$ cat config.mk
export PLATFORM = sky130hd
export DESIGN_NAME = fetch_control
export DESIGN_NICKNAME = d
export VERILOG_FILES = /design/src/rtl/fetch_control.sv
export SDC_FILE = /design/constraint.sdc
export NUM_CORES = 1
export LEC_CHECK = 0
export ABC_CLOCK_PERIOD_IN_PS = 4900
export CAP_MARGIN = 15
export CORE_UTILIZATION = 31
export DETAILED_ROUTE_END_ITERATION = 7
export PLACE_DENSITY = 0.58
export SYNTH_ARGS = -nofsm -noshare
export SYNTH_HDL_FRONTEND = slang
export SYNTH_SLANG_ARGS = --single-unit
$ cat constraint.sdc
create_clock -name clk -period 4.9 [get_ports clk]
set_input_delay 1.47 -clock clk [delete_from_list [all_inputs] [get_ports clk]]
set_output_delay 1.47 -clock clk [all_outputs]
set_load 0.01 [all_outputs]
$ cat src/rtl/fetch_control.sv
// Fetch-stage sequencer: owns the PC, requests instructions from the I-cache,
// and presents each delivered instruction to the fetch pipeline registers.
// Decode back-pressure (stall) holds a returned word until it is accepted.
// A branch redirect (flush) overrides everything else.
module fetch_control #(
    parameter int unsigned WORD_SIZE = 32,
    parameter logic [WORD_SIZE-1:0] RESET_PC = WORD_SIZE'(32'h1000)
) (
    input  logic                 clk,
    input  logic                 rst_n,
    input  logic                 start,
    output logic                 icache_req,
    output logic [WORD_SIZE-1:0] icache_addr,
    input  logic                 icache_ready,
    input  logic [WORD_SIZE-1:0] icache_data,
    input  logic                 stall,
    input  logic                 redirect_valid,
    input  logic [WORD_SIZE-1:0] redirect_pc,
    output logic [WORD_SIZE-1:0] pc_out,
    output logic [WORD_SIZE-1:0] instruction_out,
    output logic                 active_out,
    output logic                 flush_out
);

    localparam int unsigned W = WORD_SIZE;

    typedef enum logic [2:0] {
        S_IDLE  = 3'd0,
        S_REQ   = 3'd1,
        S_WAIT  = 3'd2,
        S_HOLD  = 3'd3,
        S_DRAIN = 3'd4
    } state_t;

    state_t         state_q, state_d;
    logic [W-1:0]   pc_q, pc_d;
    logic [W-1:0]   buf_q, buf_d;
    logic           req_d;
    logic [W-1:0]   addr_d;
    logic [W-1:0]   pc_out_d;
    logic [W-1:0]   instr_d;
    logic           active_d;
    logic           flush_d;

    logic [W-1:0]   pc_inc;
    logic [W-1:0]   redirect_target;
    state_t         resume;

    // Sequential PC increment (wraps modulo 2^W) and word-aligned redirect target
    assign pc_inc          = pc_q + W'(4);
    assign redirect_target = {redirect_pc[W-1:2], 2'b00};
    assign resume          = start ? S_REQ : S_IDLE;

    // Next-state and next-output logic; redirect takes priority over everything
    always_comb begin
        state_d  = state_q;
        pc_d     = pc_q;
        buf_d    = buf_q;
        req_d    = icache_req;
        addr_d   = icache_addr;
        pc_out_d = pc_out;
        instr_d  = instruction_out;
        active_d = 1'b0;
        flush_d  = 1'b0;

        if (redirect_valid) begin
            pc_d    = redirect_target;
            flush_d = 1'b1;
            case (state_q)
                S_IDLE: state_d = S_IDLE;
                S_REQ,
                S_HOLD: state_d = resume;
                S_WAIT,
                S_DRAIN: begin
                    // An outstanding request must complete before a new one is issued
                    if (icache_ready) begin
                        req_d   = 1'b0;
                        state_d = S_REQ;
                    end else begin
                        state_d = S_DRAIN;
                    end
                end
                default: state_d = S_IDLE;
            endcase
        end else begin
            case (state_q)
                S_IDLE: begin
                    if (start) begin
                        state_d = S_REQ;
                    end
                end
                S_REQ: begin
                    req_d   = 1'b1;
                    addr_d  = pc_q;
                    state_d = S_WAIT;
                end
                S_WAIT: begin
                    if (icache_ready) begin
                        req_d = 1'b0;
                        if (!stall) begin
                            pc_out_d = pc_q;
                            instr_d  = icache_data;
                            active_d = 1'b1;
                            pc_d     = pc_inc;
                            state_d  = resume;
                        end else begin
                            buf_d   = icache_data;
                            state_d = S_HOLD;
                        end
                    end
                end
                S_HOLD: begin
                    if (!stall) begin
                        pc_out_d = pc_q;
                        instr_d  = buf_q;
                        active_d = 1'b1;
                        pc_d     = pc_inc;
                        state_d  = resume;
                    end
                end
                S_DRAIN: begin
                    if (icache_ready) begin
                        req_d   = 1'b0;
                        state_d = resume;
                    end
                end
                default: state_d = S_IDLE;
            endcase
        end
    end

    // State, PC, hold buffer and registered outputs
    always_ff @(posedge clk or negedge rst_n) begin
        if (!rst_n) begin
            state_q         <= S_IDLE;
            pc_q            <= RESET_PC;
            buf_q           <= '0;
            icache_req      <= 1'b0;
            icache_addr     <= '0;
            pc_out          <= '0;
            instruction_out <= '0;
            active_out      <= 1'b0;
            flush_out       <= 1'b0;
        end else begin
            state_q         <= state_d;
            pc_q            <= pc_d;
            buf_q           <= buf_d;
            icache_req      <= req_d;
            icache_addr     <= addr_d;
            pc_out          <= pc_out_d;
            instruction_out <= instr_d;
            active_out      <= active_d;
            flush_out       <= flush_d;
        end
    end

endmodule

==> flow_summary.json, run 1 <==
{
  "vias": 5291,
  "postRouteAntennaNets": 0,
  "routed.top_layer": "met4",
  "fin_crit_sh_pct": 65.5,
  "post_cts_resized": 0,
  "ir_drop_mv": 0.285,
  "drv_cap": 0,
  "place_area_sq_um": 8930,
  "r2r_end": "instruction_out[10]",
  "crit_type": "primary input to flip-flop",
  "worst_slack_ns": 1.69,
  "dp_slack_ns": 1.23,
  "route.met2.wl_microns": 7930,
  "arrival_ns": 3.55,
  "cts_buffers": 17,
  "ys.flop_type": "dfrtp_1",
  "synth_top_area_share_pct": 56.5,
  "ys_async_sr_fraction_pct": 100,
  "r2r-start": "state_q[1]",
  "viasPerCell": 4.86,
  "synth_compound_area_share_pct": 8.48,
  "die_y_microns": 153,
  "slew_viol_final": 0,
  "clockBufferDepth": 2,
  "cp_max_fo": 11,
  "hold_viol": 0,
  "postSynthCellCount": 643,
  "clk_pin_slew_ns": 0.06,
  "h-tree-depth": 4,
  "synth-edff-count": 0,
  "hold_buffers": 0,
  "synth_top_family_by_area": "simple AND/OR/NAND/NOR gates",
  "end_kind": "flip-flop",
  "wl_microns": 17700,
  "post_cts_buffers": 0,
  "power_leakage_nw": 4.23,
  "grt_usage_pct": 15.8,
  "skew_ns": 0.00923,
  "gp_congestion": 0.750,
  "max_slew_margin_pct": 29.0,
  "violations": "design-rule violations",
  "synth_mux_area_share_pct": 14.8,
  "hold-worst-slack_ns": 0.473,
  "port_buffers": 162,
  "synth_area_sq_um": 7040,
  "synthXorXnorAreaFrac_pct": 1.12,
  "hold_depth": 2,
  "power.density_nw_per_um2": 572,
  "synth.yosys.warnings": 0,
  "grt_max_degree": 103,
  "fin_nets": 866,
  "io_pins": 169,
  "die_width_microns": 153,
  "layout-drive-gt1-share_pct": 14.0,
  "rows": 54,
  "min_path_type": "flip-flop to flip-flop",
  "reg2reg_depth": 4,
  "netlist_top_cells_area": "dfrtp_1, mux2_2, nand2_1",
  "cts_tree": "built",
  "finalSetupTns_ns": 0,
  "yosysSeqAreaShare_pct": 56.9,
  "grt_pass1_wl_microns": 29000,
  "yosysTopAreaCell": "dfrtp_1",
  "yosys-top-cells-count": "dfrtp_1, nand2_1, mux2_2",
  "ys_types": 50,
  "min_period_ns": 3.21,
  "overflow": 0,
  "max_freq_mhz": 312,
  "detail_route.wl_per_cell_microns": 16.3,
  "drt_iter0_markers": 196,
  "core_area_sq_um": 22000,
  "synth_seq_cells": 160,
  "worstMarginPinSlew_ns": 1.06,
  "cp-start-kind": "primary input",
  "avgSynthCellArea_sq_um": 10.9,
  "min-delay-start": "pc_out[27]",
  "final_area_sq_um": 9510,
  "dr_wl_met3_microns": 1420,
  "status": "complete, but fails checks",
  "first_global_vias": 5191,
  "insertion_delay_ns": 0.43,
  "setup_viol": 0,
  "dieArea_sq_um": 23300,
  "antenna_found_initial": 0,
  "drc_errors": 14,
  "synthAdderAreaFrac_pct": 0.178,
  "wl_met1_microns": 8180,
  "crit_required_ns": 5.24,
  "synth-simple-area-share_pct": 15.5,
  "reg2reg_setup_slack_ns": 2.48,
  "clock_sinks": 160,
  "area_growth_pct": 35.1,
  "synth.most_common_cell": "dfrtp_1",
  "hold_end": "pc_out[27]",
  "dpl.hpwl_microns": 11600,
  "drt-pass1-iter-count": 8,
  "start_util_pct": 32.0,
  "diodes": 0,
  "root_buffer": "clkbuf_16",
  "rsz0062_at_grt": "no"
}
[kinds of logic (layout without fill, tap and decap cells)]
| group | Yosys count | after routing |
|---|---|---|
| simple gates | 233 | 233 |
| flops | 160 | 160 |
| compound gates | 97 | 97 |
| mux | 96 | 96 |
| buf+inv | 46 | 208 |
| xor+xnor | 9 | 9 |
| fa+ha+maj | 1 | 1 |
| other cells | 1 | 4 |
[power breakdown]
| group | leakage [nW] | switching, mW | internal (mW) |
|---|---|---|---|
| sequential | 1.96 | 0.322 | 1.87 |
| clock | 0.270 | 0.577 | 0.757 |
| combinational | 2.00 | 0.787 | 1.13 |
[worst max path at each step]
stage / from / cells past startpoint / slack (ns) / endpoint
5_1_grt: icache_ready / 5 / 1.52 / pc_q[22]
6_report: icache_ready / 5 / 1.69 / pc_q[22]
4_1_cts: icache_ready / 6 / 1.69 / pc_out[30]
3_3_place_gp: icache_ready / 6 / 1.22 / pc_out[26]
3_5_place_dp: icache_ready / 6 / 1.23 / pc_out[12]
2_1_floorplan: stall / 5 / 2.01 / pc_q[27]
[placed cells by master, fill, tap and decap left out, drive strengths merged, types with 3 or more instances in the layout]
cell type      instances
nor2                  22
mux2                  62
nor4                   3
conb                   4
a31oi                 18
or3                    3
o21ai                 47
nand4                 10
mux2i                 34
clkinv                 3
dfrtp                159
xnor2                  5
clkbuf                18
nand2b                 4
nor3                   4
clkinvlp               5
nand2                144
inv                    9
nand3                  9
clkdlybuf4s50        161
xor2                   4
nor2b                  3
or4                   17
o31ai                 17
buf                   10
and3                   7
[critical path, cell delays in order]
cell and delay [ns]:
clkdlybuf4s50_1 0.59, o21ba_2 0.29, nand4_1 0.42, or4_1 0.60, a31oi_1 0.17
[layer usage]
metal / track usage [%] / vias to the layer above
met1: 21.2 / 2565
li1: - / 2568
met3: 5.20 / 13
met4: 4.81 / 0
met2: 24.2 / 145
met5: 0 / -
[area by class of cell]
class / count / area (sq um)
clock buffers: 18 / 429
clock inverters: 14 / 155
fillers: 2111 / 12500
inverters: 5 / 18.8
multi-input cells: 440 / 2850
flip-flops and latches: 160 / 4010
well taps: 280 / 350
repair buffers: 171 / 1700
[metrics by stage]
step | utilization (%) | power (mW) | std cells
final | 43.2 | 5.44 | 1088
after global placement | 40.5 | 4.12 | 1056
after global routing | 43.2 | 5.78 | 1088
after detailed placement | 40.5 | 4.16 | 1056
after floorplan | - | 3.08 | 646
after CTS | 43.2 | 5.52 | 1088
[sequential cells by signal, summed over array words and instances (netlist names)]
signal and count:
active_out 1, pc_q 30, icache_addr 30, pc_out 30, flush_out 1, icache_req 1, instruction_out 32, state_q 3
buf_q 32
Note: power is estimated with default switching activity, not from simulation.
==> inputs of run 2 (changes only) <==
ABC_CLOCK_PERIOD_IN_PS = 3100   (was 4900)
clock period = 3.1 ns   (was 4.9 ns; I/O delays follow)
==> flow_summary.json, run 2 (synthesis results as in run 1) <==
{
  "min_path_type": "primary input to async pin",
  "hold_buffers": 0,
  "rsz0062_at_grt": "no",
  "vias": 5362,
  "dpl.hpwl_microns": 12100,
  "grt_pass1_wl_microns": 29400,
  "crit_family": "simple AND/OR/NAND/NOR gates",
  "clk_pin_slew_ns": 0.07,
  "drt-pass1-iter-count": 8,
  "n_fill_cell": 2087,
  "worstMarginPinSlew_ns": 0.588,
  "cp_max_fo": 21,
  "start_util_pct": 32.0,
  "layout-drive-gt1-share_pct": 15.1,
  "post-route-util_pct": 43.7,
  "slowest_delay_ns": 0.52,
  "fin_nets": 876,
  "cp-start-kind": "primary input",
  "drv_cap": 0,
  "power.density_nw_per_um2": 891,
  "power_leakage_nw": 4.30,
  "overflow": 0,
  "crit_buf_inv": 1,
  "h-tree-depth": 4,
  "io_pins": 169,
  "insertion_delay_ns": 0.42,
  "r2r-start": "state_q[1]",
  "rows": 54,
  "first_global_vias": 5255,
  "core_area_sq_um": 22000,
  "r2r_end": "buf_q[1]",
  "port_buffers": 162,
  "hold_viol": 0,
  "pwr-share-comb_pct": 35.7,
  "skew_ns": 0.0139,
  "die_width_microns": 153,
  "final_common_cell": "clkdlybuf4s50_1",
  "crit_cells": 5,
  "cts_buffers": 17,
  "endpoint": "pc_q[31]",
  "viasPerCell": 4.89,
  "grt_max_degree": 56,
  "post_cts_buffers": 0,
  "slew_viol_final": 0,
  "grt_usage_pct": 16.1,
  "power.share.clock_pct": 23.8,
  "dp.cells": 1066,
  "gp_congestion": 0.747,
  "crit_type": "primary input to flip-flop",
  "final_cell_mix": "clkdlybuf4s50_1, dfrtp_1, nand2_1",
  "dieArea_sq_um": 23300,
  "p_total_mw": 8.57,
  "finalSetupTns_ns": 0,
  "post_cts_resized": 0,
  "clock_sinks": 160,
  "crit_required_ns": 3.44,
  "min_period_ns": 2.48,
  "crit_start": "stall",
  "power_switching_share_pct": 30.6,
  "drt_iter0_markers": 305,
  "stdcell_count": 1097,
  "cts_tree": "built",
  "die_y_microns": 153,
  "p_int_mw": 5.95,
  "reg2reg_setup_slack_ns": 0.86,
  "p_seq_share_pct": 40.4,
  "area_growth_pct": 36.7,
  "arrival_ns": 2.82,
  "p_sw_mw": 2.62,
  "drc_errors": 14,
  "clockBufferDepth": 2,
  "end_kind": "flip-flop",
  "cp_slowest_cell": "or3_4",
  "fin_crit_sh_pct": 80.1,
  "crit_path_cell_trace": "clkdlybuf4s50_1, o21bai_2, or3_4, or4_1, a31oi_1",
  "antenna_found_initial": 1,
  "wl_microns": 17900,
  "max_freq_mhz": 403,
  "detail_route.wl_per_cell_microns": 16.3,
  "reg2reg_depth": 5,
  "setup_viol": 0,
  "postRouteAntennaNets": 0,
  "violations": "design-rule violations",
  "largestRegisters": "buf_q (32), instruction_out (32)",
  "max_slew_margin_pct": 60.8,
  "diodes": 0,
  "root_buffer": "clkbuf_16",
  "status": "complete, but fails checks",
  "ir_drop_mv": 0.432
}
run 2: cell count changes in the layout (fill, tap and decap cells not counted), sizes merged:
cell / before / now
buf: 10 / 20
clkinv: 3 / 9
clkinvlp: 5 / 1
inv: 9 / 7
clkbuf: 18 / 17
run 2: worst min-delay path by stage:
stage | to | depth (start not counted)
6_report | buf_q[26] | 1
5_1_grt | buf_q[26] | 1
4_1_cts | buf_q[26] | 1
3_5_place_dp | pc_out[18] | 2
3_3_place_gp | instruction_out[17] | 2
2_1_floorplan | buf_q[1] | 1
run 2: power by group through the flow:
stage | Sequential [mW] | Combinational (mW) | Clock, mW
2_1_floorplan | 3.70 | 1.18 | 0
3_3_place_gp | 3.48 | 3.08 | 0
3_5_place_dp | 3.51 | 3.10 | 0
4_1_cts | 3.48 | 3.11 | 2.12
5_1_grt | 3.61 | 3.32 | 2.20
6_report | 3.47 | 3.06 | 2.04
run 2: worst register-to-register path, delay by kind of cell, from the launching register on:
kind                   cells  cell delay (ns)
buffers and inverters      1             0.27
flip-flops                 1             0.60
multiplexers               1             0.37
AND/OR/NAND/NOR            3             0.87
run 2: cell type report:
type | count | area, sq um | share of cell area, %
clock buffer | 17 | 425 | 4.42
timing repair buffer | 181 | 1830 | 19.0
multi-input combinational | 440 | 2850 | 29.6
tap | 280 | 350 | 3.64
inverter | 5 | 18.8 | 0.195
clock inverter | 14 | 141 | 1.47
sequential | 160 | 4010 | 41.6
run 2: through the flow:
step                      hold WS (ns)  setup WS (ns)  instance area, sq um
after global placement           0.460          0.203                  9050
after detailed placement         0.461          0.184                  9050
final                            0.463          0.618                  9620
after CTS                        0.465          0.626                  9620
after floorplan                  0.464          0.747                  7050
after global routing             0.481          0.556                  9620
run 2: per-layer routing:
metal	wire length, microns	GRT usage (%)	up-vias
li1	-	-	2588
met3	1500	5.89	13
met4	146	4.04	2
met2	7940	24.5	146
met5	13	0	-
met1	8270	21.6	2613
==> RTL change: new RTL, config.mk and constraints of run 2 <==
Change the parameter `WORD_SIZE` from 32 to 64.
--- a/src/rtl/fetch_control.sv
+++ b/src/rtl/fetch_control.sv
@@ -4,5 +4,5 @@
 // A branch redirect (flush) overrides everything else.
 module fetch_control #(
-    parameter int unsigned WORD_SIZE = 32,
+    parameter int unsigned WORD_SIZE = 64,
     parameter logic [WORD_SIZE-1:0] RESET_PC = WORD_SIZE'(32'h1000)
 ) (
Interface: changed (5 resized); port bits go from 169 to 329. No check against the original RTL was run, so the function may have changed too.
==> RTL change against run 2 <==
- final area grew 100%
- sequential power grew 94%
- area after synthesis grew 97%
- wire length grew 110%
- worst setup slack lost 0.092 ns
- hold slack lost 0.12 ns
- power grew 95%
- sequential cell count grew 160
- critical endpoint is now pc_q[41]
- largest power group unchanged
==> RTL change: results (changes against run 2) <==
- Status: finished clean (was complete, but fails checks).
- Most instantiated cells after synthesis: sky130_fd_sc_hd__dfrtp_1 (319), sky130_fd_sc_hd__mux2_2 (191), sky130_fd_sc_hd__nor2_1 (101), sky130_fd_sc_hd__a21oi_1 (67), sky130_fd_sc_hd__mux2i_1 (66) (was sky130_fd_sc_hd__dfrtp_1 (159), sky130_fd_sc_hd__nand2_1 (144), sky130_fd_sc_hd__mux2_2 (61), sky130_fd_sc_hd__o21ai_0 (47), sky130_fd_sc_hd__mux2i_1 (34)).
- The initial DRC count is 505 (was 305).
- The total wirelength of the detailed-routed design came to 38350 um (was 17880 um).
- The met1 track demand over resource in global routing is 21.50% (was 21.58%).
- The via density per instance is 4.814 (was 4.888).
- The fraction of the yosys area taken by sequential cells is 57.79% (was 56.89%).
- The destination of the worst register-to-register timing path is pc_q[41] (was buf_q[1]).
- The reg-to-reg critical path startpoint is pc_q[23] (was state_q[1]).
- The maximum clock insertion buffer count is 3 (was 2).
- The worst vdd rail ir drop was 439.6 uV (was 432.1 uV).
- The global routing met2 resource utilization is 27.06% (was 24.51%).
- The maximum fanout along the worst path was 7 (was 21).
- The global routing met3 resource utilization is 4.511% (was 5.887%).
- The worst-case clock skew came to 0.01541 ns (was 0.01385 ns).
- The global-route usage over all layers is 16.68% (was 16.09%).
- The number of filler cells placed in the layout is 4209 (was 2087).
- The HPWL reported at the end of detailed placement is 26520 um (was 12060 um).
- The number of antenna violations at the first check in global routing is 2 (was 1).
- The critical path arrival is 3.02 ns (was 2.82 ns).
- The minimum setup slack among reg-to-reg paths is 0.53 ns (was 0.86 ns).
- The number of input and output port buffers inserted was 322 (was 162).
- The first-pass GRT wire length came to 58910 um (was 29400 um).
- The clock latency on the worst-skew pair was 0.54 ns (was 0.42 ns).
- The static leakage is 8.231 nW (was 4.304 nW).
- Area contributors post-synth: sky130_fd_sc_hd__dfrtp_1 (58%), sky130_fd_sc_hd__mux2_2 (16%), sky130_fd_sc_hd__mux2i_1 (4.8%) (was sky130_fd_sc_hd__dfrtp_1 (57%), sky130_fd_sc_hd__mux2_2 (9.8%), sky130_fd_sc_hd__nand2_1 (7.7%)).
- The cell count after synthesis is 1152 (was 643).
- The number of buffers created by CTS is 38 (was 17).
- The total via count after detailed routing is 10120 (was 5362).
- The largest net degree at the start of global routing was 86 (was 56).
- The number of distinct library cells after synthesis came to 49 (was 50).
- The worst relative slew slack was 46.18% (was 60.82%).
- The total iterations of the first detailed-routing run is 4 (was 8).
RTL change: cell count changes in the layout (fill, tap and decap cells not counted), moves of 65 or more:
cell	change
sky130_fd_sc_hd__dfrtp_1	+160
sky130_fd_sc_hd__clkdlybuf4s50_1	+159
sky130_fd_sc_hd__mux2_2	+130
sky130_fd_sc_hd__nand2_1	-80
sky130_fd_sc_hd__nor2_1	+79
sky130_fd_sc_hd__a21oi_1	+65
RTL change: worst max path at each step:
stage                    from    endpoint  slack [ns]  cells past startpoint
4_1_cts              pc_q[23]    pc_q[45]        0.54                      5
2_1_floorplan  redirect_valid   buf_q[10]        0.56                      5
3_5_place_dp            stall  pc_out[16]       -0.02                      7
3_3_place_gp            stall   pc_out[9]       -0.03                      7
6_report             pc_q[23]    pc_q[41]        0.53                      5
5_1_grt              pc_q[23]    pc_q[41]        0.30                      5
RTL change: final cells by class:
| cell class | count | area (um^2) | area share (%) |
|---|---|---|---|
| flip-flops and latches | 320 | 8009 | 41.60 |
| multi-input cells | 761 | 5569 | 28.93 |
| repair buffers | 358 | 3643 | 18.93 |
| clock buffers | 55 | 1136 | 5.901 |
| well taps | 592 | 740.7 | 3.847 |
| clock inverters | 10 | 131.4 | 0.6824 |
| inverters | 6 | 22.52 | 0.1170 |
RTL change: critical path, stage by stage, from the launching register on:
cell,delay (ns)
sky130_fd_sc_hd__dfrtp_1,0.47
sky130_fd_sc_hd__nand3_1,0.25
sky130_fd_sc_hd__nor4_1,0.77
sky130_fd_sc_hd__nand4_1,0.39
sky130_fd_sc_hd__or3_1,0.43
sky130_fd_sc_hd__a31oi_1,0.17
RTL change: layer usage:
| metal | vias up | share of wire, % |
|---|---|---|
| met4 | 4 | 2.2 |
| met2 | 231 | 48 |
| li1 | 4789 | - |
| met3 | 53 | 6.3 |
| met1 | 5043 | 43 |
| met5 | - | 0.052 |
RTL change: power by group:
group	internal, mW	switching, mW
clock network	2.78	1.75
logic	3.36	2.11
registers	5.77	0.952
total	11.9	4.81
RTL change: cells by family (layout without fill, tap and decap cells):
group | count (synthesis) | after routing | synth area share, %
other cells | 1 | 4 | 0.02706
buf+inv | 74 | 429 | 2.302
compound gates | 160 | 160 | 6.338
fa+ha+maj | 1 | 1 | 0.09027
mux | 257 | 257 | 20.29
simple gates | 305 | 305 | 11.01
flops | 320 | 320 | 57.79
xor+xnor | 34 | 34 | 2.149
RTL change: per-stage QoR:
step                area (um^2)  worst slack [ns]  total power, mW  utilization [%]
finish                    19250            0.5255            16.73            43.63
global route              19250            0.3049            17.70            43.63
global placement          17980          -0.02549            12.21            40.76
floorplan                 13870            0.5611            8.950                -
CTS                       19250            0.5402            17.01            43.63
detailed placement        17980          -0.02441            12.35            40.76
